--- config.mk ---
export PLATFORM = sky130hd
export DESIGN_NAME = mult_div_unit
export DESIGN_NICKNAME = d
export VERILOG_FILES = /design/src/rtl/mult_div_unit.sv
export SDC_FILE = /design/constraint.sdc
export NUM_CORES = 1
export LEC_CHECK = 0
export CORE_UTILIZATION = 30
export CTS_CLUSTER_DIAMETER = 40
export DETAILED_ROUTE_END_ITERATION = 8
export HOLD_SLACK_MARGIN = 0.05
export PLACE_DENSITY = 0.47
export SLEW_MARGIN = 40
export SYNTH_ARGS = -nofsm -noshare
export SYNTH_HDL_FRONTEND = slang
export SYNTH_SLANG_ARGS = --single-unit
--- constraint.sdc ---
create_clock -name clk -period 5 [get_ports clk]
set_input_delay 0.75 -clock clk [delete_from_list [all_inputs] [get_ports clk]]
set_output_delay 0.75 -clock clk [all_outputs]
set_load 0.01 [all_outputs]
--- src/rtl/mult_div_unit.sv ---
// mult_div_unit: sequential signed multiplier / divider serving the control unit.
//   Multiply: radix-2 Booth, one step per cycle, DATA_W steps.
//   Divide:   restoring division on magnitudes, one quotient bit per cycle,
//             sign fix-up on the way out (truncate toward zero).
// Ports:
//   clk, reset        clock; synchronous active-high reset
//   mult_start        request a*b (accepted only when idle and done is low)
//   div_start         request a/b (same acceptance; multiply wins if both high)
//   a, b              operands, sampled on the accepting edge
//   hi, lo            mult: product high/low words; div: remainder/quotient
//   busy              high while an operation is in progress
//   done              one-cycle pulse: hi/lo (or div_zero) valid
//   div_zero          one-cycle pulse with done for a divide by zero
module mult_div_unit #(
  parameter int unsigned DATA_W = 32
) (
  input  logic              clk,
  input  logic              reset,
  input  logic              mult_start,
  input  logic              div_start,
  input  logic [DATA_W-1:0] a,
  input  logic [DATA_W-1:0] b,
  output logic [DATA_W-1:0] hi,
  output logic [DATA_W-1:0] lo,
  output logic              busy,
  output logic              done,
  output logic              div_zero
);

  localparam int unsigned CNT_W = $clog2(DATA_W);
  localparam logic [CNT_W-1:0] LAST = CNT_W'(DATA_W - 1);

  localparam logic [1:0] IDLE   = 2'd0;
  localparam logic [1:0] MULT   = 2'd1;
  localparam logic [1:0] DIV    = 2'd2;
  localparam logic [1:0] FINISH = 2'd3;

  logic [1:0]        state;
  logic [CNT_W-1:0]  count;
  // operand: multiplicand (mult) or divisor magnitude (div)
  logic [DATA_W-1:0] operand;
  // acc/low: Booth {P_hi, P_lo} or {remainder, dividend/quotient}
  logic [DATA_W:0]   acc;
  logic [DATA_W-1:0] low;
  logic              qm1;
  logic              is_div;
  logic              zero_flag;
  logic              neg_q;
  logic              neg_r;

  logic [DATA_W-1:0] a_mag;
  logic [DATA_W-1:0] b_mag;
  logic [DATA_W:0]   booth_acc;
  logic [DATA_W:0]   div_shift;
  logic [DATA_W:0]   div_trial;

  assign busy  = (state != IDLE);
  assign a_mag = a[DATA_W-1] ? -a : a;
  assign b_mag = b[DATA_W-1] ? -b : b;

  // Accumulator is one bit wider than the operand so that subtracting the most
  // negative multiplicand cannot overflow before the arithmetic shift.
  always_comb begin
    booth_acc = acc;
    case ({low[0], qm1})
      2'b01:   booth_acc = acc + {operand[DATA_W-1], operand};
      2'b10:   booth_acc = acc - {operand[DATA_W-1], operand};
      default: booth_acc = acc;
    endcase
  end

  // Remainder stays below the divisor (<= 2^(DATA_W-1)), so the shifted value
  // fits in DATA_W+1 bits and the trial's top bit is a valid borrow.
  always_comb begin
    div_shift = {acc[DATA_W-1:0], low[DATA_W-1]};
    div_trial = div_shift - {1'b0, operand};
  end

  always_ff @(posedge clk) begin
    if (reset) begin
      state     <= IDLE;
      count     <= '0;
      operand   <= '0;
      acc       <= '0;
      low       <= '0;
      qm1       <= 1'b0;
      is_div    <= 1'b0;
      zero_flag <= 1'b0;
      neg_q     <= 1'b0;
      neg_r     <= 1'b0;
      hi        <= '0;
      lo        <= '0;
      done      <= 1'b0;
      div_zero  <= 1'b0;
    end else begin
      done     <= 1'b0;
      div_zero <= 1'b0;
      case (state)
        IDLE: begin
          // done is high during the first idle cycle; starts then are dropped.
          if (mult_start && !done) begin
            operand   <= a;
            low       <= b;
            acc       <= '0;
            qm1       <= 1'b0;
            count     <= '0;
            is_div    <= 1'b0;
            zero_flag <= 1'b0;
            state     <= MULT;
          end else if (div_start && !done) begin
            is_div <= 1'b1;
            if (b == '0) begin
              zero_flag <= 1'b1;
              state     <= FINISH;
            end else begin
              operand   <= b_mag;
              low       <= a_mag;
              acc       <= '0;
              count     <= '0;
              neg_q     <= a[DATA_W-1] ^ b[DATA_W-1];
              neg_r     <= a[DATA_W-1];
              zero_flag <= 1'b0;
              state     <= DIV;
            end
          end
        end
        MULT: begin
          acc   <= {booth_acc[DATA_W], booth_acc[DATA_W:1]};
          low   <= {booth_acc[0], low[DATA_W-1:1]};
          qm1   <= low[0];
          count <= count + 1'b1;
          if (count == LAST) state <= FINISH;
        end
        DIV: begin
          if (!div_trial[DATA_W]) begin
            acc <= div_trial;
            low <= {low[DATA_W-2:0], 1'b1};
          end else begin
            acc <= div_shift;
            low <= {low[DATA_W-2:0], 1'b0};
          end
          count <= count + 1'b1;
          if (count == LAST) state <= FINISH;
        end
        FINISH: begin
          done <= 1'b1;
          if (zero_flag) begin
            div_zero <= 1'b1;
          end else if (is_div) begin
            lo <= neg_q ? -low : low;
            hi <= neg_r ? -acc[DATA_W-1:0] : acc[DATA_W-1:0];
          end else begin
            hi <= acc[DATA_W-1:0];
            lo <= low;
          end
          zero_flag <= 1'b0;
          state     <= IDLE;
        end
        default: state <= IDLE;
      endcase
    end
  end

endmodule
==> results of run 1 <==
==> worst min path at each step <==
stage / to
2_1_floorplan: count[4]
6_report: hi[21]
3_5_place_dp: hi[21]
3_3_place_gp: lo[26]
4_1_cts: hi[17]
5_1_grt: hi[17]
==> stage by stage <==
step	setup slack [ns]	power [mW]
global route	0.142	8.11
global placement	0.442	6.05
detailed placement	0.424	6.08
floorplan	0.573	4.83
CTS	0.438	7.58
finish	0.431	7.59
==> cell usage in the layout (no fill, tap or decap), drive strengths merged, types with 16 or more instances in the layout <==
cell type,count
nor3,34
clkdlybuf4s50,133
nand3,28
nand2,155
xnor2,91
xor2,100
dfxtp,175
buf,61
clkbuf,22
a22oi,34
a311oi,17
nand2b,18
o31ai,36
a21o,36
or3,23
a31oi,27
a211oi,101
a222oi,18
o21ai,122
mux2i,18
nor2b,18
inv,62
ha,77
nor2,248
a21oi,173
or4,16
nor4,18
==> power breakdown <==
part | switching (mW) | leakage [nW] | internal, mW
sequential | 0.355 | 1.42 | 1.63
combinational | 2.55 | 4.71 | 1.57
clock | 0.618 | 0.302 | 0.875
total | 3.52 | 6.44 | 4.07
==> per-layer routing <==
layer  vias to the layer above  part of all wire, %  track usage [%]
li1                       7313                    -                -
met1                      7157                   49             32.4
met2                       445                   44             34.1
met3                        38                  5.6             3.41
met4                         0                  1.3             4.23
met5                         -                    0                0
==> cell families (layout without fill, tap and decap cells) <==
logic type               Yosys count  count (layout)  synth area share [%]
XOR/XNOR                         191             191                  11.5
adder cells (fa/ha/maj)           79              79                  6.87
AND/OR/NAND/NOR                  619             619                  19.7
AO/OA/AOI/OAI                    669             669                  30.6
flip-flops                       175             175                  24.0
buffers and inverters            203             287                  5.79
multiplexers                      23              23                  1.62
==> worst max-delay path: cells and delay by family (launching register included) <==
family                     cells  cell delay [ns]
buffers and inverters          4             0.60
adders and majority gates      3             0.93
DFF                            1             0.34
AOI/OAI and AO/OA             10             2.15
and+or+nand+nor                4             0.40
==> registers in the layout, summed over array words and instances, names as in the netlist <==
| signal | flops |
|---|---|
| qm1 | 1 |
| state | 2 |
| lo | 32 |
| neg_r | 1 |
| low | 32 |
| acc | 33 |
| neg_q | 1 |
| operand | 32 |
| hi | 32 |
| done | 1 |
| is_div | 1 |
| count | 5 |
| div_zero | 1 |
| zero_flag | 1 |
==> area by class of cell <==
cell class	count	share of cell area [%]
Sequential cell	175	20.3
Clock buffer	22	2.74
Clock inverter	9	0.912
Tap cell	615	4.45
Multi-Input combinational cell	1581	59.7
Inverter	62	1.35
Timing Repair Buffer	194	10.6
==> impl_metrics.env, run 1 <==
export IMPL_avgRoutedWirePerCell_um=20.9
export IMPL_crit_path_max_incr_delay_ns=0.40
export IMPL_multi_input_area_mm2=0.0103
export IMPL_diodes=0
export IMPL_clockBufferDepth=2
export IMPL_cp_slowest_cell="fa_1"
export IMPL_post_cts_buffers=0
export IMPL_slew_violations=0
export IMPL_endpoint="acc[25]"
export IMPL_synth_main_ff_cell="dfxtp_1"
export IMPL_min_period_over_period_pct=91.4
export IMPL_r2r_start="low[31]"
export IMPL_io_pins=135
export IMPL_hp_start="hi[21]"
export IMPL_die_x_um=223
export IMPL_yosysTopAreaCellShare_pct=24.0
export IMPL_ys_top_cells_by_area="dfxtp_1, ha_1, nor2_1"
export IMPL_rr_endpoint="acc[25]"
export IMPL_grt_max_degree=128
export IMPL_r2r_slack_ns=0.43
export IMPL_detail_route_antenna_nets=0
export IMPL_yosysSeqAreaShare_pct=24.0
export IMPL_cts_resized_gates=0
export IMPL_drc=0
export IMPL_clk_latency_ns=0.48
export IMPL_seqCellArea_mm2=0.00350
export IMPL_relSlewSlack_pct=42.1
export IMPL_root_buffer="clkbuf_16"
export IMPL_cts_tree="done"
export IMPL_fin_worst_skew_ns=0.0214
export IMPL_holdCritPathClass="flip-flop to flip-flop"
export IMPL_antenna_found_initial=0
export IMPL_start_kind="flip-flop"
export IMPL_synth_area_per_cell_um2=7.45
export IMPL_placed_cells=2626
export IMPL_fin_nets=2178
export IMPL_drive_gt1_share_pct=6.66
export IMPL_status="finished clean"
export IMPL_yosysTopAreaCell="dfxtp_1"
export IMPL_ff2ff_path_depth=21
export IMPL_yosysUniqueCellTypes=83
export IMPL_synth_area_mm2=0.0146
export IMPL_routed_wl_mm=55.6
export IMPL_setup_violations=0
export IMPL_first_pass_iters=7
export IMPL_dieArea_mm2=0.0496
export IMPL_p_leak_nw=6.44
export IMPL_synth_cells=1959
export IMPL_arrival_ns=4.91
export IMPL_htree_levels=4
export IMPL_via_per_inst=5.63
export IMPL_dpl_hpwl_mm=43.3
export IMPL_row_count=80
export IMPL_first_global_vias=13877
export IMPL_final_cells=2658
export IMPL_final_hold_viol_count=0
export IMPL_cts_hold_buffers_added=0
export IMPL_rsz0062_at_grt="false"
export IMPL_die_h_um=223
export IMPL_start_util_pct=30.5
export IMPL_crit_type="flip-flop to flip-flop"
export IMPL_coreArea_mm2=0.0478
export IMPL_holdPathStages=2
export IMPL_syn_nets=2106
export IMPL_max_freq_mhz=219
export IMPL_maxCapViolCount=0
export IMPL_whs_ns=0.452
export IMPL_end_kind="flip-flop"
export IMPL_fin_tns_setup_ns=0
export IMPL_dpl_cell_area_mm2=0.0166
export IMPL_cts_sinks=175
export IMPL_portBuffers=134
export IMPL_yosys_cell_count_top_type="nor2_1"
export IMPL_yosysWarnings=0
export IMPL_numCtsBuffers=17
export IMPL_area_growth_pct=18.4
export IMPL_synth_seq_cells=175
export IMPL_nFillCells=5056
export IMPL_grt_use_total_pct=22.1
export IMPL_crit_chain="inv_1 > ha_1 > inv_1 > fa_1 > a21o_1 > nand4_1 > a31oi_1 > o21ba_2 > a21boi_0 > o31ai_1 > a41o_1 > o21a_1 > o211ai_1 > nand2_1 > ha_1 > buf_12 > nor2_1 > buf_4 > a222oi_1 > o221ai_1 > nor3b_1"
export IMPL_synthArstFlopShare_pct=0
export IMPL_worst_ep_required_time_ns=5.34
export IMPL_critPathMaxFanout=24
export IMPL_synth_commonest_cells="nor2_1, dfxtp_1, a21oi_1, nand2_1, o21ai_0"
export IMPL_clk_pin_slew_ns=0.07
export IMPL_min_period_ns=4.57
export IMPL_power_density_mw_per_mm2=439
export IMPL_finish_utilization_pct=36.1
export IMPL_tightest_slew_ns=0.858
export IMPL_grt_overflow=0
export IMPL_design_area_mm2=0.0173
export IMPL_grt_pass1_wl_mm=84.8
export IMPL_max_vdd_ir_drop_mv=0.245
export IMPL_worstSetupStartpoint="low[31]"
export IMPL_via_count=14953
export IMPL_synth_edf_count=0
export IMPL_gp_routability_congestion=0.915
export IMPL_drt_initial_drc_count=1283
Note: power is estimated with default switching activity, not from simulation.
==> inputs of run 2 (changes only) <==
--- a/config.mk
+++ b/config.mk
@@ -5,11 +5,12 @@
 export SDC_FILE = /design/constraint.sdc
 export NUM_CORES = 1
 export LEC_CHECK = 0
-export CORE_UTILIZATION = 30
+export CORE_UTILIZATION = 45
 export CTS_CLUSTER_DIAMETER = 40
 export DETAILED_ROUTE_END_ITERATION = 8
 export HOLD_SLACK_MARGIN = 0.05
-export PLACE_DENSITY = 0.47
+export PLACE_DENSITY = 0.65
+export SETUP_SLACK_MARGIN = 0.1
 export SLEW_MARGIN = 40
 export SYNTH_ARGS = -nofsm -noshare
 export SYNTH_HDL_FRONTEND = slang
==> impl_metrics.env, run 2 (synthesis results as in run 1) <==
export IMPL_worst_ep_required_time_ns=5.31
export IMPL_diodes=0
export IMPL_maxCapViolCount=0
export IMPL_cts_tree="done"
export IMPL_p_int_mw=3.88
export IMPL_row_count=65
export IMPL_crit_buf_inv=4
export IMPL_rr_endpoint="acc[8]"
export IMPL_first_pass_iters=6
export IMPL_clk_pin_slew_ns=0.08
export IMPL_via_count=15273
export IMPL_grt_max_degree=153
export IMPL_via_per_inst=6.23
export IMPL_dpl_hpwl_mm=39.4
export IMPL_coreArea_mm2=0.0317
export IMPL_root_buffer="clkbuf_16"
export IMPL_final_hold_viol_count=0
export IMPL_htree_levels=4
export IMPL_grt_use_total_pct=30.6
export IMPL_seqPwrFrac_pct=26.2
export IMPL_cp_slowest_cell="ha_1"
export IMPL_switching_share_pct=48.2
export IMPL_drc=0
export IMPL_ff2ff_path_depth=22
export IMPL_place_ws_ns=0.360
export IMPL_tightest_slew_ns=0.784
export IMPL_layout_common_cells="nor2_1, dfxtp_1, a21oi_1"
export IMPL_crit_path_max_incr_delay_ns=0.40
export IMPL_clk_latency_ns=0.45
export IMPL_grt_pass1_wl_mm=79.6
export IMPL_slew_violations=0
export IMPL_start_util_pct=46.0
export IMPL_setup_violations=0
export IMPL_routed_wl_mm=51.5
export IMPL_status="finished clean"
export IMPL_largest_register_ffs=33
export IMPL_holdPathStages=2
export IMPL_die_x_um=182
export IMPL_clkPwrFrac_pct=18.2
export IMPL_detail_route_antenna_nets=0
export IMPL_gp_routability_congestion=0.994
export IMPL_first_global_vias=13628
export IMPL_hp_start="lo[26]"
export IMPL_nFillCells=3085
export IMPL_finalWorstSetupSlack_ns=0.402
export IMPL_fin_nets=2185
export IMPL_seqCellArea_mm2=0.00350
export IMPL_p_comb_share_pct=55.6
export IMPL_min_period_ns=4.60
export IMPL_holdCritPathClass="flip-flop to flip-flop"
export IMPL_multi_input_area_mm2=0.0103
export IMPL_clockBufferDepth=2
export IMPL_start_kind="flip-flop"
export IMPL_arrival_ns=4.91
export IMPL_r2r_slack_ns=0.40
export IMPL_relSlewSlack_pct=47.1
export IMPL_cts_hold_buffers_added=0
export IMPL_end_kind="flip-flop"
export IMPL_crit_type="flip-flop to flip-flop"
export IMPL_placed_cells=2421
export IMPL_max_freq_mhz=217
export IMPL_drt_initial_drc_count=1833
export IMPL_grt_overflow=0
export IMPL_drive_gt1_share_pct=6.92
export IMPL_io_pins=135
export IMPL_layout_commonest_cell="nor2_1"
export IMPL_fin_worst_skew_ns=0.0206
export IMPL_numCtsBuffers=17
export IMPL_avgRoutedWirePerCell_um=21.0
export IMPL_antenna_found_initial=0
export IMPL_whs_endpoint="lo[26]"
export IMPL_max_vdd_ir_drop_mv=0.300
export IMPL_critPathMaxFanout=21
export IMPL_crit_chain="inv_1 > ha_1 > inv_1 > fa_1 > a21o_1 > nand4_1 > a31oi_1 > o21ba_2 > a21boi_0 > o31ai_1 > buf_4 > a41o_1 > o21a_1 > o211ai_1 > nand2_1 > ha_1 > buf_6 > mux2_2 > a22oi_1 > nor2_1 > a21oi_1 > nor2_1"
export IMPL_cts_resized_gates=0
export IMPL_fin_tns_setup_ns=0
export IMPL_final_cells=2453
export IMPL_power_net_switching_mw=3.60
export IMPL_critical_path_top_delay_family="compound AO/OA/AOI/OAI gates"
export IMPL_min_period_over_period_pct=92.0
export IMPL_dieArea_mm2=0.0332
export IMPL_portBuffers=134
export IMPL_post_cts_buffers=0
export IMPL_top_register="acc"
export IMPL_area_growth_pct=16.6
export IMPL_cts_sinks=175
export IMPL_power_density_mw_per_mm2=440
export IMPL_die_h_um=182
export IMPL_p_leak_nw=6.46
export IMPL_rsz0062_at_grt="false"
export IMPL_r2r_start="low[31]"
[run 2: changes by cell type in the layout (fill, tap and decap cells not counted), sizes merged]
cell / change
bufinv: -4
buf: +7
clkbuf: -4
inv: +4
clkinvlp: -2
clkinv: +7
[run 2: power by group through the flow]
| stage | sequential, mW | combinational, mW | clock (mW) |
|---|---|---|---|
| 6_report | 1.96 | 4.16 | 1.36 |
| 3_5_place_dp | 1.98 | 4.06 | 0 |
| 5_1_grt | 1.99 | 4.51 | 1.44 |
| 2_1_floorplan | 1.87 | 2.96 | 0 |
| 4_1_cts | 1.95 | 4.08 | 1.38 |
| 3_3_place_gp | 1.97 | 4.02 | 0 |
[run 2: worst reg2reg max path, stage by stage, from the launching register on]
cell and delay, ns:
dfxtp_1 0.33, inv_1 0.10, ha_1 0.18, inv_1 0.06
fa_1 0.39, a21o_1 0.19, nand4_1 0.11, a31oi_1 0.13
o21ba_2 0.25, a21boi_0 0.29, o31ai_1 0.13, buf_4 0.17
a41o_1 0.27, o21a_1 0.18, o211ai_1 0.15, nand2_1 0.07
ha_1 0.40, buf_6 0.26, mux2_2 0.37, a22oi_1 0.18
nor2_1 0.06, a21oi_1 0.13, nor2_1 0.05
[run 2: worst max-delay path by stage]
| stage | start | to | slack (ns) | cells after the start |
|---|---|---|---|---|
| 3_5_place_dp | b[7] | operand[9] | 0.36 | 10 |
| 2_1_floorplan | low[31] | acc[15] | 0.57 | 22 |
| 5_1_grt | low[31] | acc[31] | 0.11 | 22 |
| 6_report | low[31] | acc[8] | 0.40 | 22 |
| 4_1_cts | low[31] | acc[5] | 0.39 | 22 |
| 3_3_place_gp | b[4] | operand[8] | 0.34 | 10 |
[run 2: per-stage QoR]
| stage | hold slack (ns) | cell area, um2 | power (mW) | utilization [%] |
|---|---|---|---|---|
| floorplan | 0.436 | 14600 | 4.83 | - |
| global placement | 0.439 | 16400 | 5.99 | 51.6 |
| detailed placement | 0.444 | 16400 | 6.05 | 51.7 |
| CTS | 0.456 | 17000 | 7.41 | 53.6 |
| global route | 0.469 | 17000 | 7.94 | 53.7 |
| finish | 0.452 | 17000 | 7.49 | 53.7 |
[run 2: area by class of cell]
type	count	share of cell area (%)
tap	402	2.95
clock buffer	18	2.52
clock inverter	14	1.04
inverter	62	1.37
multi-input combinational	1581	60.5
timing repair buffer	201	11.0
sequential	175	20.6
[run 2: layer usage]
metal,global-route usage [%],vias up,wire length (um),share of wire [%]
met2,44.2,737,21100,41
met5,0,-,0,0
met4,9.82,0,1450,2.8
met3,4.33,65,4910,9.5
met1,46.0,7145,24000,47
li1,-,7326,-,-
